File: config.mk
export PLATFORM = sky130hd
export DESIGN_NAME = scpad_rsv_arbiter_flat
export DESIGN_NICKNAME = d
export VERILOG_FILES = /design/src/rtl/scpad_rsv_arbiter_if.sv /design/src/rtl/scpad_rsv_arbiter.sv /design/src/flat_wrapper.sv
export SDC_FILE = /design/constraint.sdc
export NUM_CORES = 1
export LEC_CHECK = 0
export BUFFER_PORTS_ARGS = -buffer_cell sky130_fd_sc_hd__buf_2
export CAP_MARGIN = 10
export CORE_MARGIN = 4
export CORE_UTILIZATION = 43
export CTS_BUF_LIST = sky130_fd_sc_hd__clkbuf_16
export DETAILED_ROUTE_END_ITERATION = 16
export PLACE_DENSITY = 0.77
export SLEW_MARGIN = 20
export SYNTH_ARGS = -nofsm -noshare
export SYNTH_HDL_FRONTEND = slang
export SYNTH_SLANG_ARGS = --single-unit
File: constraint.sdc
create_clock -name clk -period 2.9 [get_ports clk]
set_input_delay 0.58 -clock clk [delete_from_list [all_inputs] [get_ports clk]]
set_output_delay 0.58 -clock clk [all_outputs]
set_load 0.02 [all_outputs]
File: src/rtl/scpad_rsv_arbiter_if.sv
// Reservation request/grant bundle shared by the scratchpad reservation arbiter and its clients.
// master drives requests/releases; slave (the arbiter) drives the grant-side signals.
interface scpad_rsv_arbiter_if #(
  parameter int unsigned N_REQ = 3
);
  localparam int unsigned IdW = $clog2(N_REQ);

  logic [N_REQ-1:0] req;
  logic [N_REQ-1:0] rel;
  logic [N_REQ-1:0] rsv;
  logic [IdW-1:0]   rsv_id;
  logic             busy;
  logic             timeout;
  logic [N_REQ-1:0] urgent;

  modport master (
    output req, rel,
    input  rsv, rsv_id, busy, timeout, urgent
  );

  modport slave (
    input  req, rel,
    output rsv, rsv_id, busy, timeout, urgent
  );
endinterface

File: src/rtl/scpad_rsv_arbiter.sv
// Scratchpad reservation arbiter: fixed-priority single-holder grant with hold timeout.
// Optional request aging is compiled in when SCPAD_ARB_AGING_EN is defined.
module scpad_rsv_arbiter #(
  parameter int unsigned N_REQ     = 3,
  parameter int unsigned MAX_HOLD  = 64,
  parameter int unsigned AGE_LIMIT = 16
) (
  input logic                clk,
  input logic                rst,
  scpad_rsv_arbiter_if.slave bus
);
  localparam int unsigned IdW   = $clog2(N_REQ);
  localparam int unsigned HoldW = (MAX_HOLD > 0) ? $clog2(MAX_HOLD + 1) : 1;

  typedef enum logic [1:0] {StIdle, StHeld, StFlush} state_e;

  state_e           state_q, state_d;
  logic [N_REQ-1:0] rsv_q, rsv_d;
  logic [IdW-1:0]   rsv_id_q, rsv_id_d;
  logic             busy_q, busy_d;
  logic             timeout_q, timeout_d;
  logic [HoldW-1:0] hold_q, hold_d;
  logic [HoldW-1:0] hold_inc;

  logic [N_REQ-1:0] urgent_vec;
  logic [N_REQ-1:0] mask;
  logic [N_REQ-1:0] eligible;
  logic [N_REQ-1:0] cand;
  logic [N_REQ-1:0] win_oh;
  logic [IdW-1:0]   win_id;
  logic             win_vld;
  logic             holder_rel;

  // The current holder never competes in its own release cycle.
  assign mask       = (state_q == StHeld) ? rsv_q : '0;
  assign eligible   = bus.req & ~mask;
  assign holder_rel = |(rsv_q & (bus.rel | ~bus.req));
  assign hold_inc   = hold_q + HoldW'(1);

  always_comb begin
    cand = eligible;
    if (|(eligible & urgent_vec)) begin
      cand = eligible & urgent_vec;
    end
  end

  always_comb begin
    win_oh  = '0;
    win_id  = '0;
    win_vld = 1'b0;
    for (int unsigned i = 0; i < N_REQ; i++) begin
      if (cand[i] && !win_vld) begin
        win_oh[i] = 1'b1;
        win_id    = IdW'(i);
        win_vld   = 1'b1;
      end
    end
  end

  always_comb begin
    state_d   = state_q;
    rsv_d     = rsv_q;
    rsv_id_d  = rsv_id_q;
    hold_d    = hold_q;
    timeout_d = 1'b0;
    unique case (state_q)
      StIdle, StFlush: begin
        rsv_d    = win_oh;
        rsv_id_d = win_id;
        hold_d   = '0;
        state_d  = win_vld ? StHeld : StIdle;
      end
      StHeld: begin
        if (holder_rel) begin
          rsv_d    = win_oh;
          rsv_id_d = win_id;
          hold_d   = '0;
          state_d  = win_vld ? StHeld : StIdle;
        end else if ((MAX_HOLD != 0) && (hold_inc == HoldW'(MAX_HOLD))) begin
          rsv_d     = '0;
          rsv_id_d  = '0;
          hold_d    = '0;
          timeout_d = 1'b1;
          state_d   = StFlush;
        end else begin
          hold_d = hold_inc;
        end
      end
      default: begin
        rsv_d    = '0;
        rsv_id_d = '0;
        hold_d   = '0;
        state_d  = StIdle;
      end
    endcase
    busy_d = |rsv_d;
  end

  always_ff @(posedge clk) begin
    if (rst) begin
      state_q   <= StIdle;
      rsv_q     <= '0;
      rsv_id_q  <= '0;
      busy_q    <= 1'b0;
      timeout_q <= 1'b0;
      hold_q    <= '0;
    end else begin
      state_q   <= state_d;
      rsv_q     <= rsv_d;
      rsv_id_q  <= rsv_id_d;
      busy_q    <= busy_d;
      timeout_q <= timeout_d;
      hold_q    <= hold_d;
    end
  end

`ifdef SCPAD_ARB_AGING_EN
  localparam int unsigned AgeW = (AGE_LIMIT > 0) ? $clog2(AGE_LIMIT + 1) : 1;

  logic [AgeW-1:0]  age_q [N_REQ];
  logic [AgeW-1:0]  age_d [N_REQ];
  logic [N_REQ-1:0] urgent_q, urgent_d;

  // Waiting time restarts whenever the request drops or is about to be served.
  always_comb begin
    for (int unsigned i = 0; i < N_REQ; i++) begin
      if (!bus.req[i] || rsv_d[i]) begin
        age_d[i] = '0;
      end else if (age_q[i] == AgeW'(AGE_LIMIT)) begin
        age_d[i] = age_q[i];
      end else begin
        age_d[i] = age_q[i] + AgeW'(1);
      end
      urgent_d[i] = (age_d[i] == AgeW'(AGE_LIMIT));
    end
  end

  always_ff @(posedge clk) begin
    if (rst) begin
      urgent_q <= '0;
      for (int unsigned i = 0; i < N_REQ; i++) begin
        age_q[i] <= '0;
      end
    end else begin
      urgent_q <= urgent_d;
      for (int unsigned i = 0; i < N_REQ; i++) begin
        age_q[i] <= age_d[i];
      end
    end
  end

  assign urgent_vec = urgent_q;
`else
  assign urgent_vec = '0;
`endif

  assign bus.rsv     = rsv_q;
  assign bus.rsv_id  = rsv_id_q;
  assign bus.busy    = busy_q;
  assign bus.timeout = timeout_q;
  assign bus.urgent  = urgent_vec;
endmodule

File: src/flat_wrapper.sv
// flat-port wrapper written by rule: the top's interface ports become plain ports
module scpad_rsv_arbiter_flat 
#(
  parameter int unsigned N_REQ     = 3,
  parameter int unsigned MAX_HOLD  = 64,
  parameter int unsigned AGE_LIMIT = 16
)
  (clk, rst, bus_req, bus_rel, bus_rsv, bus_rsv_id, bus_busy, bus_timeout, bus_urgent);
  scpad_rsv_arbiter_if #(.N_REQ(N_REQ)) bus_i ();
  input logic clk;
  input logic rst;
  input wire logic [$bits(bus_i.req)-1:0] bus_req;
  input wire logic [$bits(bus_i.rel)-1:0] bus_rel;
  output wire logic [$bits(bus_i.rsv)-1:0] bus_rsv;
  output wire logic [$bits(bus_i.rsv_id)-1:0] bus_rsv_id;
  output wire logic [$bits(bus_i.busy)-1:0] bus_busy;
  output wire logic [$bits(bus_i.timeout)-1:0] bus_timeout;
  output wire logic [$bits(bus_i.urgent)-1:0] bus_urgent;
  assign bus_i.req = bus_req;
  assign bus_i.rel = bus_rel;
  assign bus_rsv = bus_i.rsv;
  assign bus_rsv_id = bus_i.rsv_id;
  assign bus_busy = bus_i.busy;
  assign bus_timeout = bus_i.timeout;
  assign bus_urgent = bus_i.urgent;
  scpad_rsv_arbiter #(.N_REQ(N_REQ), .MAX_HOLD(MAX_HOLD), .AGE_LIMIT(AGE_LIMIT)) u_core (.clk(clk), .rst(rst), .bus(bus_i));
endmodule
==> results of run 1 <==
[cells in the mapped netlist, drive strengths merged, types with 3 or more instances]
cell type,instances,area (sq um)
xor2,3,26.3
inv,6,22.5
nor2,10,37.5
nand2b,5,33.8
dfxtp,16,320
a21oi,4,20.0
nand2,8,30.0
buf,4,26.3
[power by group through the flow]
| stage | registers [W] | logic (W) | clock network (W) |
|---|---|---|---|
| after global routing | 0.000240 | 0.0000799 | 0.000278 |
| after detailed placement | 0.000243 | 0.0000714 | 0 |
| final | 0.000239 | 0.0000722 | 0.000262 |
| after floorplan | 0.000248 | 0.0000487 | 0 |
| after CTS | 0.000239 | 0.0000726 | 0.000266 |
| after global placement | 0.000243 | 0.0000700 | 0 |
[cells by family (layout without fill, tap and decap cells)]
family | after synthesis | in the layout | share of synthesized area
fa+ha+maj | 1 | 1 | 0.0162
other cells | 1 | 3 | 0.00487
compound gates | 20 | 20 | 0.213
simple gates | 35 | 35 | 0.231
flops | 16 | 16 | 0.416
xor+xnor | 5 | 5 | 0.0568
buf+inv | 10 | 23 | 0.0633
[area by class of cell]
class / count / area (sq um) / share of cell area
well taps: 25 / 31.3 / 0.0337
repair buffers: 14 / 70.1 / 0.0755
flip-flops and latches: 16 / 320 / 0.345
multi-input cells: 64 / 409 / 0.441
clock buffers: 3 / 75.1 / 0.0809
inverters: 6 / 22.5 / 0.0243
[through the flow]
stage | area, sq um | util | hold WS [ps] | worst slack, ps | power (W)
floorplan | 778 | - | 426 | 1220 | 0.000297
global placement | 853 | 0.500 | 442 | 1060 | 0.000313
detailed placement | 853 | 0.500 | 451 | 1040 | 0.000314
CTS | 928 | 0.544 | 458 | 1260 | 0.000577
global route | 928 | 0.544 | 486 | 1200 | 0.000599
finish | 928 | 0.544 | 453 | 1270 | 0.000573
[worst min-delay path: cells and delay by family (launching register included)]
family	cells	cell delay, ps
compound gates	1	50
flops	1	300
simple gates	1	50
[worst paths after layout]
kind	start	to	cells past startpoint
min reg2reg	u_core.bus.rsv_id[1]	u_core.bus.rsv_id[1]	2
min	u_core.bus.rsv_id[1]	u_core.bus.rsv_id[1]	2
max reg2reg	u_core.hold_q[3]	u_core.bus.rsv[0]	5
max	bus_rel[2]	u_core.bus.rsv_id[0]	6
[state kept, by name (all words and copies together), names as in the netlist]
register,cells
u_core.bus.busy,1
u_core.bus.rsv,3
u_core.bus.timeout,1
u_core.hold_q,7
u_core.state_q,2
u_core.bus.rsv_id,2
[per-layer routing]
layer | share of wire | up-vias | global-route usage
li1 | - | 331 | -
met2 | 0.49 | 18 | 0.246
met5 | 0 | - | 0
met1 | 0.42 | 301 | 0.150
met4 | 0.028 | 0 | 0.0942
met3 | 0.054 | 5 | 0.0356
==> impl_metrics.ini, run 1 <==
[timing]
fmaxAchievable_ghz = 0.614
fin_skew_ps = 4.61
setup_tns_ps = 0
setup_viol = 0
hold_violations = 0
fin_crit_ps = 1630
period_share = 0.561
final_max_slew_viol_count = 0
rsz0062_at_grt = false

[power_and_ir_drop]
p_per_area_nw_per_um2 = 617
pwr-share-clk = 0.457
comb_power_share = 0.126
pwr-share-seq = 0.417
p_switching_w = 0.000133
switching_share = 0.232
internal_power_w = 0.000440
total_leakage_power_nw = 0.373
ir_worst_vdd_mv = 0.408

[logic_synthesis]
async_flop_share = 0
synth_edf_count = 0
synth_warnings = 0
seq_area_frac_synth = 0.416
synthCells = 88
synth-seq-cells = 16
synth_area_per_cell_sq_um = 8.76
syn_area_sq_um = 771
ys_types = 35
synth-main-ff-cell = dfxtp_1

[die]
initial_core_util = 0.451
core_sq_um = 1710
fp-row-count = 15
die-area_sq_um = 2530
num_io_pins = 18
dieHeight_microns = 50.3
die_x_microns = 50.3

[route]
drt_iter0_drc = 3
wirelength_mm = 1.54
antenna_left = 0
drcViolationCount = 0
vias = 655
routedWlPerCell_microns = 12.1
viasPerCell = 5.12
first_pass_iters = 4

[global_route]
grt_use_total = 0.142
grt_start_max_net_pins = 11
grt_pass1_vias = 619
antenna_found_initial = 0
grt_pass1_wl_mm = 2.68
grt.overflow.total = 0

[clock_network]
hold_buffers = 0
cts_resized = 0
htreeDepth = 1
clk_latency_ps = 250
cts-buffers-inserted = 3
root_buffer = clkbuf_16
cts.sinks = 16
cts_setup_buffers = 0
cts_tree = yes
clk_pin_slew_worst_paths_ps = 50
cts_buffer_depth = 2

[cells_and_area]
instances_no_fill = 128
final_common_cell = dfxtp_1
layout-drive-gt1-share = 0.223
area_growth_pct = 20.5
diodes = 0
layout_common_cells = 16 x dfxtp_1, 14 x buf_2, 10 x nor2_1
fillerInstances = 171
nNetsFinal = 114

[worst_setup_path]
worstSetupPathType = primary input to register
cpMaxStageDelayCell = a211oi_4
critPathMaxFanout = 7
critPathLaunchType = primary input
path_cells = buf_2 > nand2b_1 > a22o_1 > a211oi_4 > nand2_1 > a21oi_1
cp.required_ps = 3060
cpPeakStageDelay_ps = 360
timing.reg2reg.setup_slack_ps = 1290
crit_buf_inv = 1
arrival_ps = 1790
crit_family = compound AO/OA/AOI/OAI gates
end_kind = register

[min_path]
hp-class = register to register

[placement]
io_buffers = 14
gp_congestion = 0.796
dp.cells = 125
dp_hpwl_mm = 1.10

[job]
maxCapViolCount = 0

[status]
status = completed
No activity file was read; power rests on OpenSTA's default activity.
==> inputs of run 2 (changes only) <==
--- a/config.mk
+++ b/config.mk
@@ -5,6 +5,7 @@
 export SDC_FILE = /design/constraint.sdc
 export NUM_CORES = 1
 export LEC_CHECK = 0
+export ABC_AREA = 1
 export BUFFER_PORTS_ARGS = -buffer_cell sky130_fd_sc_hd__buf_2
 export CAP_MARGIN = 10
 export CORE_MARGIN = 4
==> constraint.sdc (replaced) <==
create_clock -name clk -period 1.61 [get_ports clk]
set_input_delay 0.322 -clock clk [delete_from_list [all_inputs] [get_ports clk]]
set_output_delay 0.322 -clock clk [all_outputs]
set_load 0.02 [all_outputs]
==> impl_metrics.ini, run 2 <==
[status]
status = completed

[power_and_ir_drop]
total_power_w = 0.00144
internal_power_w = 0.000957
ir_worst_vdd_mv = 0.795
pwr-share-clk = 0.319
p_per_area_nw_per_um2 = 1360
switching_share = 0.334
total_leakage_power_nw = 0.532
comb_power_share = 0.322
p_switching_w = 0.000480
pwr-share-seq = 0.358

[timing]
fin_skew_ps = 0.980
worst_slack_ps = 123
fmaxAchievable_ghz = 0.673
period_share = 0.923
setup_viol = 0
final_max_slew_viol_count = 0
fin_crit_ps = 1490
setup_tns_ps = 0
hold_violations = 0
rsz0062_at_grt = true

[logic_synthesis]
syn_area_sq_um = 823
seq_area_frac_synth = 0.389
synth_warnings = 0
synth_edf_count = 0
yosys-top-cells-count = 32 x nand2_1, 18 x inv_1, 16 x dfxtp_1, 13 x nor2_1, 9 x nand3_1
synth-main-ff-cell = dfxtp_1
yosysTopAreaCellShare = 0.389
synth_most_common_cell = nand2_1
ys_types = 21
synthCells = 121
synth-seq-cells = 16
async_flop_share = 0
synth_area_per_cell_sq_um = 6.80
yosys-top-cells-area = dfxtp_1 39%, nand2_1 15%, inv_1 8.2%, nor2_1 5.9%, nand3_1 5.5%
yosysTopAreaCell = dfxtp_1

[worst_setup_path]
worstRegToRegCells = 12
cpMaxStageDelayCell = dfxtp_2
crit_path_frequent_cell = nand2_1
worstReg2RegEnd = u_core.bus.busy
critPathMaxFanout = 7
r2r-start = u_core.hold_q[0]
critPathLaunchType = register
timing.reg2reg.setup_slack_ps = 120
end_kind = register
cp.required_ps = 1740
arrival_ps = 1610
path_cells = ha_4 > nand2_4 > o21bai_1 > nand2_1 > nor2_2 > nand2_2 > nand2_1 > nand2_1 > nand2_1 > nand2_1 > nand2_1 > nand3_1
cpPeakStageDelay_ps = 350
worstSetupPathType = register to register

[placement]
io_buffers = 14
dp.cells = 162
place_ws_ps = -21.9
dp_hpwl_mm = 1.33
gp_congestion = 0.918
place_area_sq_um = 932

[route]
first_pass_iters = 4
vias = 821
viasPerCell = 4.95
drt_iter0_drc = 11
drcViolationCount = 0
wirelength_mm = 1.67
routedWlPerCell_microns = 10.0
antenna_left = 0

[cells_and_area]
multiInputGateArea_sq_um = 453
seq_area_sq_um = 328
layout-drive-gt1-share = 0.277
diodes = 0
area_growth_pct = 28.1
layout_common_cells = 30 x nand2_1, 18 x inv_1, 14 x buf_2
fillerInstances = 179
largest_register_ffs = 7
instances_no_fill = 166
final_common_cell = nand2_1
largest_register = u_core.hold_q
final_area_sq_um = 1050
nNetsFinal = 152

[die]
core_sq_um = 1760
initial_core_util = 0.467
die_x_microns = 51.8
num_io_pins = 18
fp-row-count = 15
dieHeight_microns = 51.8
die-area_sq_um = 2680

[min_path]
min_to = u_core.bus.rsv_id[0]
holdPathStages = 2
hold_path_startpoint = rst
hp-class = primary input to register

[clock_network]
cts.sinks = 16
clk_latency_ps = 240
htreeDepth = 1
cts-buffers-inserted = 3
cts_tree = yes
cts_buffer_depth = 2
root_buffer = clkbuf_16
clk_pin_slew_worst_paths_ps = 40

[global_route]
grt_use_total = 0.142
grt_pass1_vias = 706
grt.overflow.total = 0
antenna_found_initial = 0
grt_start_max_net_pins = 9
grt_pass1_wl_mm = 2.75

[job]
maxCapViolCount = 0
[run 2: power by group through the flow]
| stage | Sequential, W | Clock [W] | Combinational, W |
|---|---|---|---|
| after detailed placement | 0.000513 | 0 | 0.000456 |
| after CTS | 0.000508 | 0.000472 | 0.000457 |
| after floorplan | 0.000561 | 0 | 0.000262 |
| final | 0.000514 | 0.000459 | 0.000463 |
| after global placement | 0.000511 | 0 | 0.000444 |
| after global routing | 0.000521 | 0.000498 | 0.000517 |
[run 2: per-layer routing]
metal	vias up	global-route usage	routed length [microns]
met2	22	0.248	847
met3	5	0.0372	100
met5	-	0	0
met1	373	0.141	667
li1	421	-	-
met4	0	0.114	48
[run 2: metrics by stage]
| step | util | hold slack [ps] |
|---|---|---|
| CTS | 0.573 | 306 |
| detailed placement | 0.528 | 511 |
| finish | 0.598 | 309 |
| floorplan | - | 394 |
| global route | 0.598 | 324 |
| global placement | 0.528 | 493 |
[run 2: cells by family (layout without fill, tap and decap cells)]
| family | after synthesis | after routing | share of synthesized area |
|---|---|---|---|
| adders and majority gates | 1 | 1 | 0.0152 |
| DFF | 16 | 16 | 0.389 |
| other | 1 | 3 | 0.00455 |
| buffers and inverters | 21 | 39 | 0.109 |
| AOI/OAI and AO/OA | 16 | 16 | 0.112 |
| and+or+nand+nor | 66 | 66 | 0.369 |
[run 2: layout make-up]
| type | instances | share of cell area |
|---|---|---|
| clock buffer | 3 | 0.0712 |
| multi-input combinational | 86 | 0.429 |
| inverter | 18 | 0.0641 |
| sequential | 16 | 0.311 |
| timing repair buffer | 18 | 0.0949 |
| tap | 25 | 0.0297 |
[run 2: what timing repair did]
action,in CTS,in global routing
hold buffers,0,0
setup buffers,0,1
pin swaps,1,6
endpoints found under the setup margin,3,8
resized for setup,2,11
[run 2: critical path: cells and delay by family, from the launching register on]
kind	cells	cell delay, ps
AND/OR/NAND/NOR	10	750
flip-flops	1	350
adder cells (fa/ha/maj)	1	170
AO/OA/AOI/OAI	1	120
[run 2: worst max-delay path by stage]
stage                startpoint              end  slack, ps  depth (start not counted)
2_1_floorplan  u_core.hold_q[0]  u_core.bus.busy        100                         12
3_3_place_gp   u_core.hold_q[1]  u_core.bus.busy         50                         12
3_5_place_dp   u_core.hold_q[1]  u_core.bus.busy        -20                         12
4_1_cts        u_core.hold_q[1]  u_core.bus.busy         40                         12
5_1_grt        u_core.hold_q[1]  u_core.bus.busy        -20                         13
6_report       u_core.hold_q[0]  u_core.bus.busy        120                         12
==> inputs of run 3 (changes only) <==
==> constraint.sdc (replaced) <==
create_clock -name clk -period 1.61 [get_ports clk]
set_input_delay 0.322 -clock clk [delete_from_list [all_inputs] [get_ports clk]]
set_output_delay 0.322 -clock clk [all_outputs]
set_load 0.05 [all_outputs]
==> impl_metrics.ini, run 3 (synthesis gave the netlist of run 2 again) <==
[cells_and_area]
largest_register_ffs = 7
layout_common_cells = 28 x nand2_1, 17 x inv_1, 14 x buf_2
largest_register = u_core.hold_q
nNetsFinal = 152
final_common_cell = nand2_1
fillerInstances = 181
layout-drive-gt1-share = 0.312
postLayoutCoreUtil = 0.609
area_growth_pct = 30.4
diodes = 0

[route]
routedWlPerCell_microns = 11.0
drt_iter0_drc = 28
vias = 803
viasPerCell = 4.84
drcViolationCount = 0
wirelength_mm = 1.83
antenna_left = 0
first_pass_iters = 4

[global_route]
grt_pass1_vias = 759
grt_start_max_net_pins = 9
antenna_found_initial = 0
grt_use_total = 0.146
grt_pass1_wl_mm = 2.92
grt.overflow.total = 0

[status]
status = completed

[die]
dieHeight_microns = 51.8
initial_core_util = 0.467
num_io_pins = 18
die_x_microns = 51.8
core_sq_um = 1760
fp-row-count = 15
die-area_sq_um = 2680

[worst_setup_path]
worstSetupPathType = register to register
crit_family = simple AND/OR/NAND/NOR gates
cp.required_ps = 1740
crit_path_frequent_cell = nand2_1
path_cells = ha_4 > nand2_4 > o21bai_1 > nand2_1 > nor2_2 > nand2_2 > nand2_1 > nand2_1 > nand2_1 > nand2_1 > nand2_2 > nand3_2
worstRegToRegCells = 12
crit_buf_inv = 0
worst-path-stages = 12
cpMaxStageDelayCell = dfxtp_4
arrival_ps = 1680
end_kind = register
critPathLaunchType = register
cpPeakStageDelay_ps = 360
critPathMaxFanout = 7

[timing]
final_max_slew_viol_count = 0
fin_crit_ps = 1550
holdWs_ps = 313
rsz0062_at_grt = true
hold_violations = 0
fmaxAchievable_ghz = 0.644
setup_viol = 0
fin_skew_ps = 1.10
period_share = 0.964

[clock_network]
cts.sinks = 16
hold_buffers = 0
cts-buffers-inserted = 3
clk_latency_ps = 240
clk_pin_slew_worst_paths_ps = 40
cts_tree = yes
cts_buffer_depth = 2
root_buffer = clkbuf_16
htreeDepth = 1

[min_path]
holdPathStages = 2
hp-class = primary input to register

[placement]
io_buffers = 14
dp_hpwl_mm = 1.37
gp_congestion = 0.902

[power_and_ir_drop]
total_leakage_power_nw = 0.537
ir_worst_vdd_mv = 0.896
p_per_area_nw_per_um2 = 1450

[job]
maxCapViolCount = 0
-- run 3: power by group --
| group | switching [W] | total (W) | internal (W) |
|---|---|---|---|
| clock | 0.000135 | 0.000459 | 0.000324 |
| sequential | 0.0000506 | 0.000513 | 0.000462 |
| combinational | 0.000417 | 0.000586 | 0.000169 |
| total | 0.000603 | 0.00156 | 0.000956 |
-- run 3: layout make-up --
type / instances / area (sq um) / area share
tap: 25 / 31.3 / 0.0291
timing repair buffer: 18 / 100 / 0.0932
multi-input combinational: 86 / 470 / 0.438
inverter: 18 / 67.6 / 0.0629
sequential: 16 / 329 / 0.307
clock buffer: 3 / 75.1 / 0.0699
-- run 3: layer usage --
| metal | routed length [microns] | vias to the layer above | track usage | part of all wire |
|---|---|---|---|---|
| met5 | 0 | - | 0 | 0 |
| met1 | 733 | 353 | 0.146 | 0.40 |
| li1 | - | 423 | - | - |
| met3 | 90 | 5 | 0.0172 | 0.049 |
| met2 | 965 | 22 | 0.284 | 0.53 |
| met4 | 40 | 0 | 0.0873 | 0.022 |
-- run 3: worst paths after layout --
path,from,to,slack (ps)
worst max-delay path,u_core.hold_q[1],u_core.bus.busy,60
worst min-delay path,rst,u_core.bus.rsv_id[1],310
worst max register to register,u_core.hold_q[1],u_core.bus.busy,60
worst min register to register,u_core.bus.rsv_id[0],u_core.bus.rsv_id[0],520
-- run 3: timing repair --
action	4_1_cts	5_1_grt
pin swaps	0	9
setup buffers	0	2
gates resized for setup	2	16
endpoints found under the setup margin	4	9
gates cloned	0	0
-- run 3: stage by stage --
step	setup TNS [ps]	setup slack (ps)	area, sq um	instances	total power [W]
after floorplan	0	14.7	832	123	0.000932
after global placement	0	43.8	926	161	0.00105
final	0	58.1	1070	166	0.00156
after CTS	0	20.5	1000	164	0.00153
after global routing	-143	-61.2	1070	166	0.00166
after detailed placement	-38.4	-27.7	926	161	0.00107
